### config.mk
export PLATFORM = sky130hd
export DESIGN_NAME = perip_flexbus_regfile
export DESIGN_NICKNAME = d
export VERILOG_FILES = /design/src/rtl/flexbus_pkg.sv /design/src/rtl/flexbus_reg_slice.sv /design/src/rtl/perip_flexbus_regfile.sv
export SDC_FILE = /design/constraint.sdc
export NUM_CORES = 1
export LEC_CHECK = 0
export ABC_AREA = 1
export BUFFER_PORTS_ARGS = -buffer_cell sky130_fd_sc_hd__clkbuf_2
export CAP_MARGIN = 40
export CORE_MARGIN = 5
export CORE_UTILIZATION = 40
export DETAILED_ROUTE_END_ITERATION = 12
export HOLD_SLACK_MARGIN = 0.03
export SETUP_SLACK_MARGIN = 0.4
export SLEW_MARGIN = 20
export SYNTH_ARGS = -nofsm -noshare
export SYNTH_HDL_FRONTEND = slang
export SYNTH_SLANG_ARGS = --single-unit
### constraint.sdc
create_clock -name FB_CLK -period 2.33 [get_ports FB_CLK]
set_input_delay 0 -clock FB_CLK [delete_from_list [all_inputs] [get_ports FB_CLK]]
set_output_delay 0 -clock FB_CLK [all_outputs]
set_load 0.01 [all_outputs]
### src/rtl/flexbus_pkg.sv
// Shared FlexBus register-file definitions: FSM encoding and bus/index widths.
package flexbus_pkg;
  localparam int IDX_W  = 6;
  localparam int AD_W   = 32;
  localparam int WCNT_W = 4;

  typedef enum logic [2:0] {
    ST_IDLE = 3'd0,
    ST_ADDR = 3'd1,
    ST_WAIT = 3'd2,
    ST_ACK  = 3'd3,
    ST_HOLD = 3'd4
  } fb_state_t;
endpackage

### src/rtl/flexbus_reg_slice.sv
// One 32-bit control register with per-byte write enables and a registered write strobe.
module flexbus_reg_slice
  import flexbus_pkg::*;
#(
  parameter logic [AD_W-1:0] RST_VAL = '0
) (
  input  logic            clk,
  input  logic            rst,
  input  logic            we,
  input  logic [3:0]      lane_en,
  input  logic [AD_W-1:0] wdata,
  output logic [AD_W-1:0] q,
  output logic            wstb
);

  always_ff @(posedge clk) begin
    if (rst) wstb <= 1'b0;
    else     wstb <= we;
  end

  for (genvar gi = 0; gi < 4; gi++) begin : g_lane
    always_ff @(posedge clk) begin
      if (rst)                    q[8*gi +: 8] <= RST_VAL[8*gi +: 8];
      else if (we && lane_en[gi]) q[8*gi +: 8] <= wdata[8*gi +: 8];
    end
  end

endmodule

### src/rtl/perip_flexbus_regfile.sv
// FlexBus slave register file: NREG R/W control regs, NSTAT read-only status regs, WAIT_CYC wait states.
// Define FLEXBUS_BE_EN to honour FB_BE byte enables on control-register writes.
module perip_flexbus_regfile
  import flexbus_pkg::*;
#(
  parameter logic [31:0] FB_BASE      = 32'h6000_0000,
  parameter logic [31:0] BASE_MASK    = 32'hF000_0000,
  parameter int          NREG         = 8,
  parameter int          NSTAT        = 2,
  parameter int          WAIT_CYC     = 0,
  parameter logic [31:0] REG_RST_VAL  = 32'h0,
  parameter logic [31:0] UNMAP_RD_VAL = 32'h0
) (
  input  logic                                  FB_CLK,
  input  logic                                  RST,
  input  logic                                  FB_ALE,
  input  logic                                  FB_CS,
  input  logic                                  FB_RW,
  input  logic [3:0]                            FB_BE,
  input  logic [AD_W-1:0]                       FB_AD_I,
  output logic [AD_W-1:0]                       FB_AD_O,
  output logic                                  FB_AD_OE,
  output logic                                  FB_TA,
  output logic [NREG*32-1:0]                    REG_Qout,
  output logic [NREG-1:0]                       REG_WSTB,
  input  logic [((NSTAT > 0) ? NSTAT : 1)*32-1:0] STAT_Din
);

  localparam logic [WCNT_W-1:0] WAIT_LOAD = (WAIT_CYC > 0) ? WCNT_W'(WAIT_CYC - 1) : '0;

  fb_state_t         state;
  logic [WCNT_W-1:0] wait_cnt;
  logic [IDX_W-1:0]  idx_reg;
  logic              unmap_reg;
  logic              ta_reg;
  logic [AD_W-1:0]   ad_o_reg;
  logic [AD_W-1:0]   rd_data;
  logic [AD_W-1:0]   reg_q [NREG];
  logic              addr_hit;
  logic              commit;
  logic [3:0]        lane_en;

  assign addr_hit = ((FB_AD_I & BASE_MASK) == (FB_BASE & BASE_MASK));

  always_ff @(posedge FB_CLK) begin
    if (RST) begin
      state     <= ST_IDLE;
      wait_cnt  <= '0;
      idx_reg   <= '0;
      unmap_reg <= 1'b0;
      ta_reg    <= 1'b1;
      ad_o_reg  <= '0;
    end else begin
      ta_reg <= 1'b1;
      if (FB_ALE) begin
        // A new address phase overrides whatever transfer was in flight.
        if (addr_hit) begin
          state     <= ST_ADDR;
          idx_reg   <= FB_AD_I[7:2] & ~BASE_MASK[7:2];
          unmap_reg <= |(FB_AD_I[31:8] & ~BASE_MASK[31:8]);
        end else begin
          state <= ST_IDLE;
        end
      end else begin
        case (state)
          ST_ADDR: begin
            if (!FB_CS) begin
              ad_o_reg <= rd_data;
              if (WAIT_CYC == 0) begin
                state  <= ST_ACK;
                ta_reg <= 1'b0;
              end else begin
                state    <= ST_WAIT;
                wait_cnt <= WAIT_LOAD;
              end
            end
          end
          ST_WAIT: begin
            if (FB_CS) begin
              state <= ST_IDLE;
            end else if (wait_cnt == '0) begin
              state  <= ST_ACK;
              ta_reg <= 1'b0;
            end else begin
              wait_cnt <= wait_cnt - 1'b1;
            end
          end
          ST_ACK:  state <= ST_HOLD;
          ST_HOLD: if (FB_CS) state <= ST_IDLE;
          default: state <= ST_IDLE;
        endcase
      end
    end
  end

  always_comb begin
    rd_data = UNMAP_RD_VAL;
    if (!unmap_reg) begin
      for (int k = 0; k < NREG; k++)
        if (idx_reg == IDX_W'(k)) rd_data = reg_q[k];
      for (int k = 0; k < NSTAT; k++)
        if ((NREG + k < 64) && (idx_reg == IDX_W'(NREG + k))) rd_data = STAT_Din[32*k +: 32];
    end
  end

  assign commit   = (state == ST_ACK) && !FB_RW && !FB_ALE && !unmap_reg;
  assign FB_TA    = ta_reg;
  assign FB_AD_O  = ad_o_reg;
  assign FB_AD_OE = ((state == ST_WAIT) || (state == ST_ACK) || (state == ST_HOLD)) && FB_RW && !FB_CS;

`ifdef FLEXBUS_BE_EN
  assign lane_en = ~FB_BE;
`else
  logic unused_be;
  assign unused_be = ^FB_BE;
  assign lane_en   = 4'hF;
`endif

  for (genvar gi = 0; gi < NREG; gi++) begin : g_reg
    flexbus_reg_slice #(
      .RST_VAL(REG_RST_VAL)
    ) u_slice (
      .clk     (FB_CLK),
      .rst     (RST),
      .we      (commit && (idx_reg == IDX_W'(gi))),
      .lane_en (lane_en),
      .wdata   (FB_AD_I),
      .q       (reg_q[gi]),
      .wstb    (REG_WSTB[gi])
    );
    assign REG_Qout[32*gi +: 32] = reg_q[gi];
  end

endmodule

## Yosys cells after proc, flatten, opt, wreduce, memory -nomap -nowiden

Cells that the tools add are included.

- Register bits after elaboration: 311
- Input bits: 105

- $add $sub $neg: 1
- Equal/unequal tests: 17
- Mux-type cells: 22
- Bitwise gates (word level): 3
- Reductions and logical operators: 27

Operators by type and width:

| cell | number |
|---|---|
| 32-bit two-way mux | 11 |
| 6-bit by 3-bit == test with 1-bit output, second input constant | 4 |
| 20-bit OR reduction | 1 |
| 3-bit two-way mux | 5 |
| 1-bit logical AND | 13 |
| 6-bit by 2-bit == test with 1-bit output, second input constant | 2 |
| 6-bit by 4-bit == test with 1-bit output, second input constant | 2 |
| 3-bit one-hot mux with 4 select lines | 1 |
| 3-bit by 2-bit == test with 1-bit output, second input constant | 2 |
| 6-bit by 1-bit == test with 1-bit output, second input constant | 1 |
| 6-bit logical NOT | 1 |
| 3-bit != test, second input constant | 2 |
| 3-bit AND reduction | 2 |
| 4-bit by 3-bit == test with 1-bit output, second input constant | 1 |
| 1-bit logical NOT | 4 |
| 4-bit logical NOT | 1 |
| 1-bit two-way mux | 4 |
| 4-bit != test, second input constant | 1 |
| 4-bit AND reduction | 1 |
| 4-bit by 1-bit subtractor with 4-bit output, second input constant | 1 |
| 3-bit by 1-bit == test with 1-bit output, second input constant | 1 |
| 3-bit == test, second input constant | 1 |
| 1-bit NOT | 3 |
| 1-bit logical OR | 2 |
| other kinds (3) | 3 |

## Depth between registers and ports, before layout

Gate-level depths: netlist of run 1.

- Depth in word-level cells: 12
- Mapped depth: 13

## By module

From an unflattened synthesis of run 1, not the netlist that was laid out.

- Cell total of the unflattened synthesis: 2624
- Area total of the unflattened synthesis: 15663.8 um^2

By module, submodules not included:

| module | times used | cells an instance | area an instance (um^2) |
|---|---|---|---|
| flexbus_reg_slice | 8 | 207 | 1336.3 |
| perip_flexbus_regfile | 1 | 968 | 4973.5 |

## Worst setup path before layout of run 1

OpenSTA, ideal clock, no wires.

- Path kind: register to register
- Start point: register state[2]
- End point: register g_reg[3].u_slice.q[30]
- Arrival time: 1.576 ns
- Data required time: 2.206 ns
- Slack: 0.630 ns
- Stages on the path, launching flop included: 9
- Period minus slack after synthesis: 1.700 ns
- Cell sequence: dfxtp_1 -> nor4_1 -> inv_1 -> nor3_4 -> inv_4 -> nor2_4 -> buf_4 -> buf_2 -> a21oi_1

- Word-level cells in the longest chain between the ends: 5

RTL lines:

| item | RTL line | RTL |
|---|---|---|
| start, declared | perip_flexbus_regfile.sv:31 | `fb_state_t state;` |
| start signal, assigned | perip_flexbus_regfile.sv:47 | `state <= ST_IDLE;` |
| start signal, assigned | perip_flexbus_regfile.sv:58 | `state <= ST_ADDR;` |
| start signal, assigned | perip_flexbus_regfile.sv:62 | `state <= ST_IDLE;` |
| 3-bit by 2-bit == test with 1-bit output | perip_flexbus_regfile.sv:106 | `assign commit = (state == ST_ACK) && !FB_RW && !FB_ALE && !unmap_reg;` |
| 1-bit logical AND (3 in series) | perip_flexbus_regfile.sv:106 |  |
| 1-bit logical AND | perip_flexbus_regfile.sv:125 | `.we (commit && (idx_reg == IDX_W'(gi))),` |
| end signal, assigned by index | flexbus_reg_slice.sv:23 | `if (rst) q[8*gi +: 8] <= RST_VAL[8*gi +: 8];` |
| end signal, assigned by index | flexbus_reg_slice.sv:24 | `else if (we && lane_en[gi]) q[8*gi +: 8] <= wdata[8*gi +: 8];` |
| end, declared | flexbus_reg_slice.sv:12 | `output logic [AD_W-1:0] q,` |

No other way between the ends.
A chain may end at the register's enable or synchronous reset.

## Final worst setup path of run 1

- Start point: register idx_reg[4]
- End point: register g_reg[4].u_slice.q[31]

- Word-level cells in the longest chain between the ends: 2

RTL lines:

| item | RTL line | RTL |
|---|---|---|
| start, declared | perip_flexbus_regfile.sv:33 | `logic [IDX_W-1:0] idx_reg;` |
| start signal, assigned | perip_flexbus_regfile.sv:59 | `idx_reg <= FB_AD_I[7:2] & ~BASE_MASK[7:2];` |
| 6-bit by 3-bit == test with 1-bit output | perip_flexbus_regfile.sv:125 |  |
| 1-bit logical AND | perip_flexbus_regfile.sv:125 |  |
| end signal, assigned by index | flexbus_reg_slice.sv:23 |  |
| end signal, assigned by index | flexbus_reg_slice.sv:24 |  |
| end, declared | flexbus_reg_slice.sv:12 |  |

No other way between the ends.

==> results.cfg, run 1 <==
[outcome]
status = complete, no violations

[global_route]
grt_max_degree = 97
grt_pass1_wl_um = 80070
grt-ovfl-total = 0
antenna_found_initial = 0
grt_pass1_vias = 13590
grtUsageTotal = 0.2791

[synthesis]
synthCells = 1845
synth_most_common_cell = dfxtp_1
yosysWarnings = 0
ys_ff_latch = 311
synth_ff_type = dfxtp_1
synth_cell_types = 36
avgSynthCellArea_um2 = 7.159
synth_top_area_share = 0.4713
synth_seq_area_share = 0.4713
netlist_area_um2 = 13210
synth_edf_count = 0
synth_common_cells = dfxtp_1, nor2_1, nand2_1, a21oi_1, o21ai_0
syn_nets = 1951
async_flop_share = 0
synth.largest_area_cell = dfxtp_1
ys_top_cells_by_area = dfxtp_1, a21oi_1, o21ai_0

[power]
power_leakage_nw = 8.305
combPwrFrac = 0.057
seq_power_share = 0.456
peakVddDrop_mv = 0.5520
pwr-share-clk = 0.487
p_sw_frac = 0.2259
switching_power_mw = 2.635
internal-power_mw = 9.031
power_density_nw_per_um2 = 626.6
p_total_mw = 11.67

[setup_path]
crit_path_max_fanout = 6
r2r_start = idx_reg[4]
cp-start-kind = flop
path_class = reg -> reg
worstPathRequired_ps = 2730
setup.worst_path.start = idx_reg[4]
end_kind = flop
arrival_ps = 2320

[run]
maxCapViolCount = 0

[drt]
via_count = 14490
drt_wl_total_um = 56440
firstDrtPassIters = 6
drc = 0
viasPerCell = 5.185
ant_nets = 0
drt_iter0_drc = 1068
wl_per_cell_um = 20.19

[clocking]
cts_max_path_buffers = 3
root_buffer = clkbuf_16
cts_tree = built
cts_buffers = 36
cts.sinks = 311
ctsHtreeMaxLevel = 2
cts.clk_slew.worst_paths_ps = 60
clk_latency_ps = 520

[place]
detailed_place_hpwl_um = 38270
port_buffers = 398
dpl_worst_slack_ps = 246.8
gp_congestion = 0.8905

[sta]
setup_viol = 0
max_freq_mhz = 519.9
maxSlewViolCount = 0
finalHoldViolCount = 0
final.min_clock_period_ps = 1923
rsz0062_at_grt = true
tns_ps = 0
min_period_over_period = 0.8255
worst_pin_slew_ps = 702.0
skew_ps = 20.05
fin_ws_ps = 406.6
slew_headroom = 0.5277

[hold_path]
hp-start = FB_AD_I[15]
min_path_type = in -> reg

[die]
start_util = 0.4060
io_pins = 403
die_h_um = 191.7
core_area_um2 = 32540
die-area_um2 = 36760
die_w_um = 191.7
rows = 66

[layout]
final_core_util = 0.5722
nets = 2433
antenna_cells = 0
largest_register = g.u_slice.q
largest_reg_flops = 256
syn_to_final_growth_pct = 40.95
fill_cells = 3157
drive_gt1_frac = 0.2716
-- metal layers --
layer	share of wire	GRT usage
met1	0.40	0.3346
met2	0.49	0.4951
met3	0.085	0.07325
met4	0.025	0.07431
met5	0	0
-- cell families after synthesis --
group | share of synthesized area
buffers and inverters | 0.08222
and+or+nand+nor | 0.2300
adders and majority gates | 0.0009471
AOI/OAI and AO/OA | 0.2155
DFF | 0.4713
-- layout by cell type, fill, tap and decap left out, types with 3 or more instances in the layout --
master and instances:
clkbuf_1 9, inv_6 3, nor2_4 15, dfxtp_2 4
buf_6 13, nand2_2 8, inv_2 11, o21ai_0 268
clkinv_1 12, a21oi_2 4, clkbuf_2 398, nand2_4 3
nor2_1 295, nand2_1 283, clkinv_2 6, inv_4 6
o21ai_1 9, nand4_1 39, or2_2 19, buf_8 3
nor3_1 5, buf_4 40, clkbuf_8 9, nor2_2 9
dfxtp_1 302, a21oi_1 279, nand3_1 30, dfxtp_4 5
dlygate4sd3_1 100, nor3_2 3, inv_1 72, buf_12 17
clkbuf_16 47, nand3_2 5
-- final cells by class --
| type | count | area [um^2] | share of cell area |
|---|---|---|---|
| clock buffer | 55 | 1084 | 0.05820 |
| tap | 442 | 553.0 | 0.02970 |
| clock inverter | 9 | 101.3 | 0.005444 |
| sequential | 311 | 6250 | 0.3357 |
| multi-input combinational | 1292 | 6127 | 0.3291 |
| timing repair buffer | 581 | 4075 | 0.2189 |
| inverter | 105 | 427.9 | 0.02298 |
-- timing repair --
action | 4_1_cts | 5_1_grt
cloned | 0 | 14
hold buffers | 100 | 0
hold endpoints to repair | 290 | 0
setup endpoints to repair | 95 | 222
gates resized for setup | 22 | 93
setup buffers | 4 | 13
pin swaps | 3 | 22
-- metrics by stage --
stage	std cells	hold WS (ps)	cell area, um^2
floorplan	1845	47.53	13210
global placement	2600	298.6	15610
detailed placement	2600	314.6	15610
CTS	2768	43.96	17900
global route	2795	42.48	18620
finish	2795	40.04	18620
-- power by group through the flow --
| stage | Combinational [mW] | Sequential (mW) | Clock (mW) |
|---|---|---|---|
| 2_1_floorplan | 0.209 | 5.44 | 0 |
| 3_3_place_gp | 0.461 | 5.44 | 0 |
| 3_5_place_dp | 0.461 | 5.44 | 0 |
| 4_1_cts | 0.597 | 5.32 | 5.76 |
| 5_1_grt | 0.700 | 5.32 | 5.98 |
| 6_report | 0.659 | 5.32 | 5.68 |
-- critical path, cell delays in order (launching register included) --
cell	delay [ps]
dfxtp_2	350
nor2_4	60
buf_4	140
nand2_4	100
nor2_4	50
buf_12	140
buf_6	120
nand2_4	70
clkinvlp_4	250
buf_12	240
clkbuf_16	150
nor2_1	80
nor2_1	50
-- path summary, 6_finish.rpt --
check,end,slack (ps),cells past startpoint
max,g_reg[4].u_slice.q[31],410,12
min,g_reg[1].u_slice.q[15],40,3
max reg2reg,g_reg[4].u_slice.q[31],410,12
min reg2reg,wait_cnt[0],460,2
No activity file was read; power rests on OpenSTA's default activity.
==> inputs of run 2 (changes only) <==
==> constraint.sdc (replaced) <==
create_clock -name FB_CLK -period 1.85 [get_ports FB_CLK]
set_input_delay 0 -clock FB_CLK [delete_from_list [all_inputs] [get_ports FB_CLK]]
set_output_delay 0 -clock FB_CLK [all_outputs]
set_load 0.01 [all_outputs]
==> run 2 against run 1 <==
- critical endpoint is now g_reg[2].u_slice.q[11]
- setup slack worse by 520 ps
- clock power up 41%
- highest routed layer unchanged
- largest power group unchanged
- the flow now finishes with violations (setup timing)
- routed wire length up 10%
==> results.cfg, run 2 (synthesis results as in run 1) <==
[drt]
ant_nets = 0
firstDrtPassIters = 5
drt_iter0_drc = 1152
via_count = 15660
top_layer_used = met4
drt-met1-wl_um = 24720
drc = 0
drt_wl_total_um = 62140
viasPerCell = 5.401
wl_per_cell_um = 21.43
wl_met2_um = 29790
wl_met3_um = 5136

[layout]
stdcell_count = 2899
nets = 2535
drive_gt1_frac = 0.4123
antenna_cells = 0
largest_register = g.u_slice.q
fill_cells = 2891
largest_reg_flops = 256
layout_common_cells = clkbuf_2, dfxtp_1, nor2_1, nand2_1, a21oi_1
register_area_um2 = 6243
final_core_util = 0.6617
syn_to_final_growth_pct = 62.99
layout_commonest_cell = clkbuf_2
multi_input_area_um2 = 7261

[setup_path]
arrival_ps = 2440
worstPathRequired_ps = 2320
cp-start-kind = flop
critPathBufInv = 5
r2r_setup_slack_ps = -120
cp_top_family = buffers and inverters
path_cells = nor4_4 > inv_2 > nor3_4 > clkinv_4 > buf_12 > nor2_8 > buf_12 > clkbuf_16 > o21ai_2 > a21oi_1
crit_path_max_fanout = 6
cp_slowest_stage_delay_ps = 360
path_class = reg -> reg
cp_slowest_cell = dfxtp_4
end_kind = flop
r2r_start = state[2]
cp_common_cell = buf_12
r2r-end = g_reg[2].u_slice.q[11]
ff2ff_path_depth = 10

[sta]
fin_ws_ps = -117.0
min_period_over_period = 1.063
finalHoldViolCount = 0
tns_ps = -4422
slew_headroom = 0.5439
final.min_clock_period_ps = 1967
setup_viol = 135
max_freq_mhz = 508.4
skew_ps = 32.12
worst_pin_slew_ps = 677.9
rsz0062_at_grt = true
maxSlewViolCount = 0

[clocking]
cts_max_path_buffers = 3
cts.sinks = 311
cts_tree = built
ctsHtreeMaxLevel = 2
cts.clk_slew.worst_paths_ps = 60
cts_buffers = 37
clk_latency_ps = 540
root_buffer = clkbuf_16

[power]
power_leakage_nw = 9.289
power_density_nw_per_um2 = 731.0
peakVddDrop_mv = 0.6177

[global_route]
grtUsageTotal = 0.3036
grt_pass1_wl_um = 87020
grt-ovfl-total = 0
grt_pass1_vias = 14750
grt_max_degree = 82
antenna_found_initial = 0

[place]
dp_cells = 2645
dpl_worst_slack_ps = -123.9
detailed_place_hpwl_um = 40350
port_buffers = 398
gp_congestion = 0.9404

[die]
start_util = 0.4060
die-area_um2 = 36760
die_w_um = 191.7
io_pins = 403
die_h_um = 191.7
rows = 66
core_area_um2 = 32540

[hold_path]
hp-start = FB_ALE
min_path_type = in -> reg
whs_endpoint = wait_cnt[0]
hold_depth = 6

[outcome]
violations = setup timing
status = finished with violations

[run]
maxCapViolCount = 0
[run 2: cell type report]
type | instances | share of cell area
well taps | 442 | 0.02569
clock inverters | 15 | 0.01209
inverters | 105 | 0.02191
repair buffers | 681 | 0.2615
multi-input cells | 1291 | 0.3372
repair inverters | 2 | 0.001337
clock buffers | 52 | 0.05027
flip-flops and latches | 311 | 0.2900
[run 2: how the worst max path moves through the flow]
stage | start | endpoint | slack [ps] | cells after the start
6_report | state[2] | g_reg[2].u_slice.q[11] | -120 | 10
5_1_grt | state[2] | g_reg[2].u_slice.q[27] | -180 | 10
4_1_cts | state[2] | g_reg[7].u_slice.q[1] | -50 | 9
3_5_place_dp | idx_reg[1] | FB_AD_O[19] | -120 | 12
3_3_place_gp | idx_reg[1] | FB_AD_O[19] | -120 | 12
2_1_floorplan | state[2] | g_reg[2].u_slice.q[19] | 170 | 9
[run 2: metal layers]
layer | track usage | vias to the layer above
met2 | 0.5234 | 716
met5 | 0 | -
met4 | 0.1160 | 0
li1 | - | 7297
met1 | 0.3691 | 7504
met3 | 0.06834 | 140
[run 2: where the power goes]
group          total, mW  internal [mW]  switching (mW)
clock network       8.01           4.95            3.06
registers           6.70           6.70         0.00579
logic               1.02          0.443           0.581
[run 2: worst min-delay path, cell delays in order]
cell	delay, ps
clkbuf_2	150
nor2_2	50
inv_1	120
nor2_4	50
nand2_1	80
a21oi_1	70
[run 2: per-stage QoR]
stage                     power (mW)  area, um^2  hold WS [ps]
final                          15.74       21530         43.85
after global routing           16.11       21530         51.60
after CTS                      15.70       20080         13.81
after detailed placement       7.507       16570         303.3
after global placement         7.506       16570         293.1
after floorplan                7.150       13900         47.53
[run 2: repair_timing]
action / 4_1_cts / 5_1_grt
hold buffers: 100 / 0
endpoints found under the setup margin: 303 / 304
gates resized for setup: 196 / 221
buffers inserted: 27 / 15
hold endpoints to repair: 267 / 0
pin swaps: 43 / 28
cloned: 16 / 29
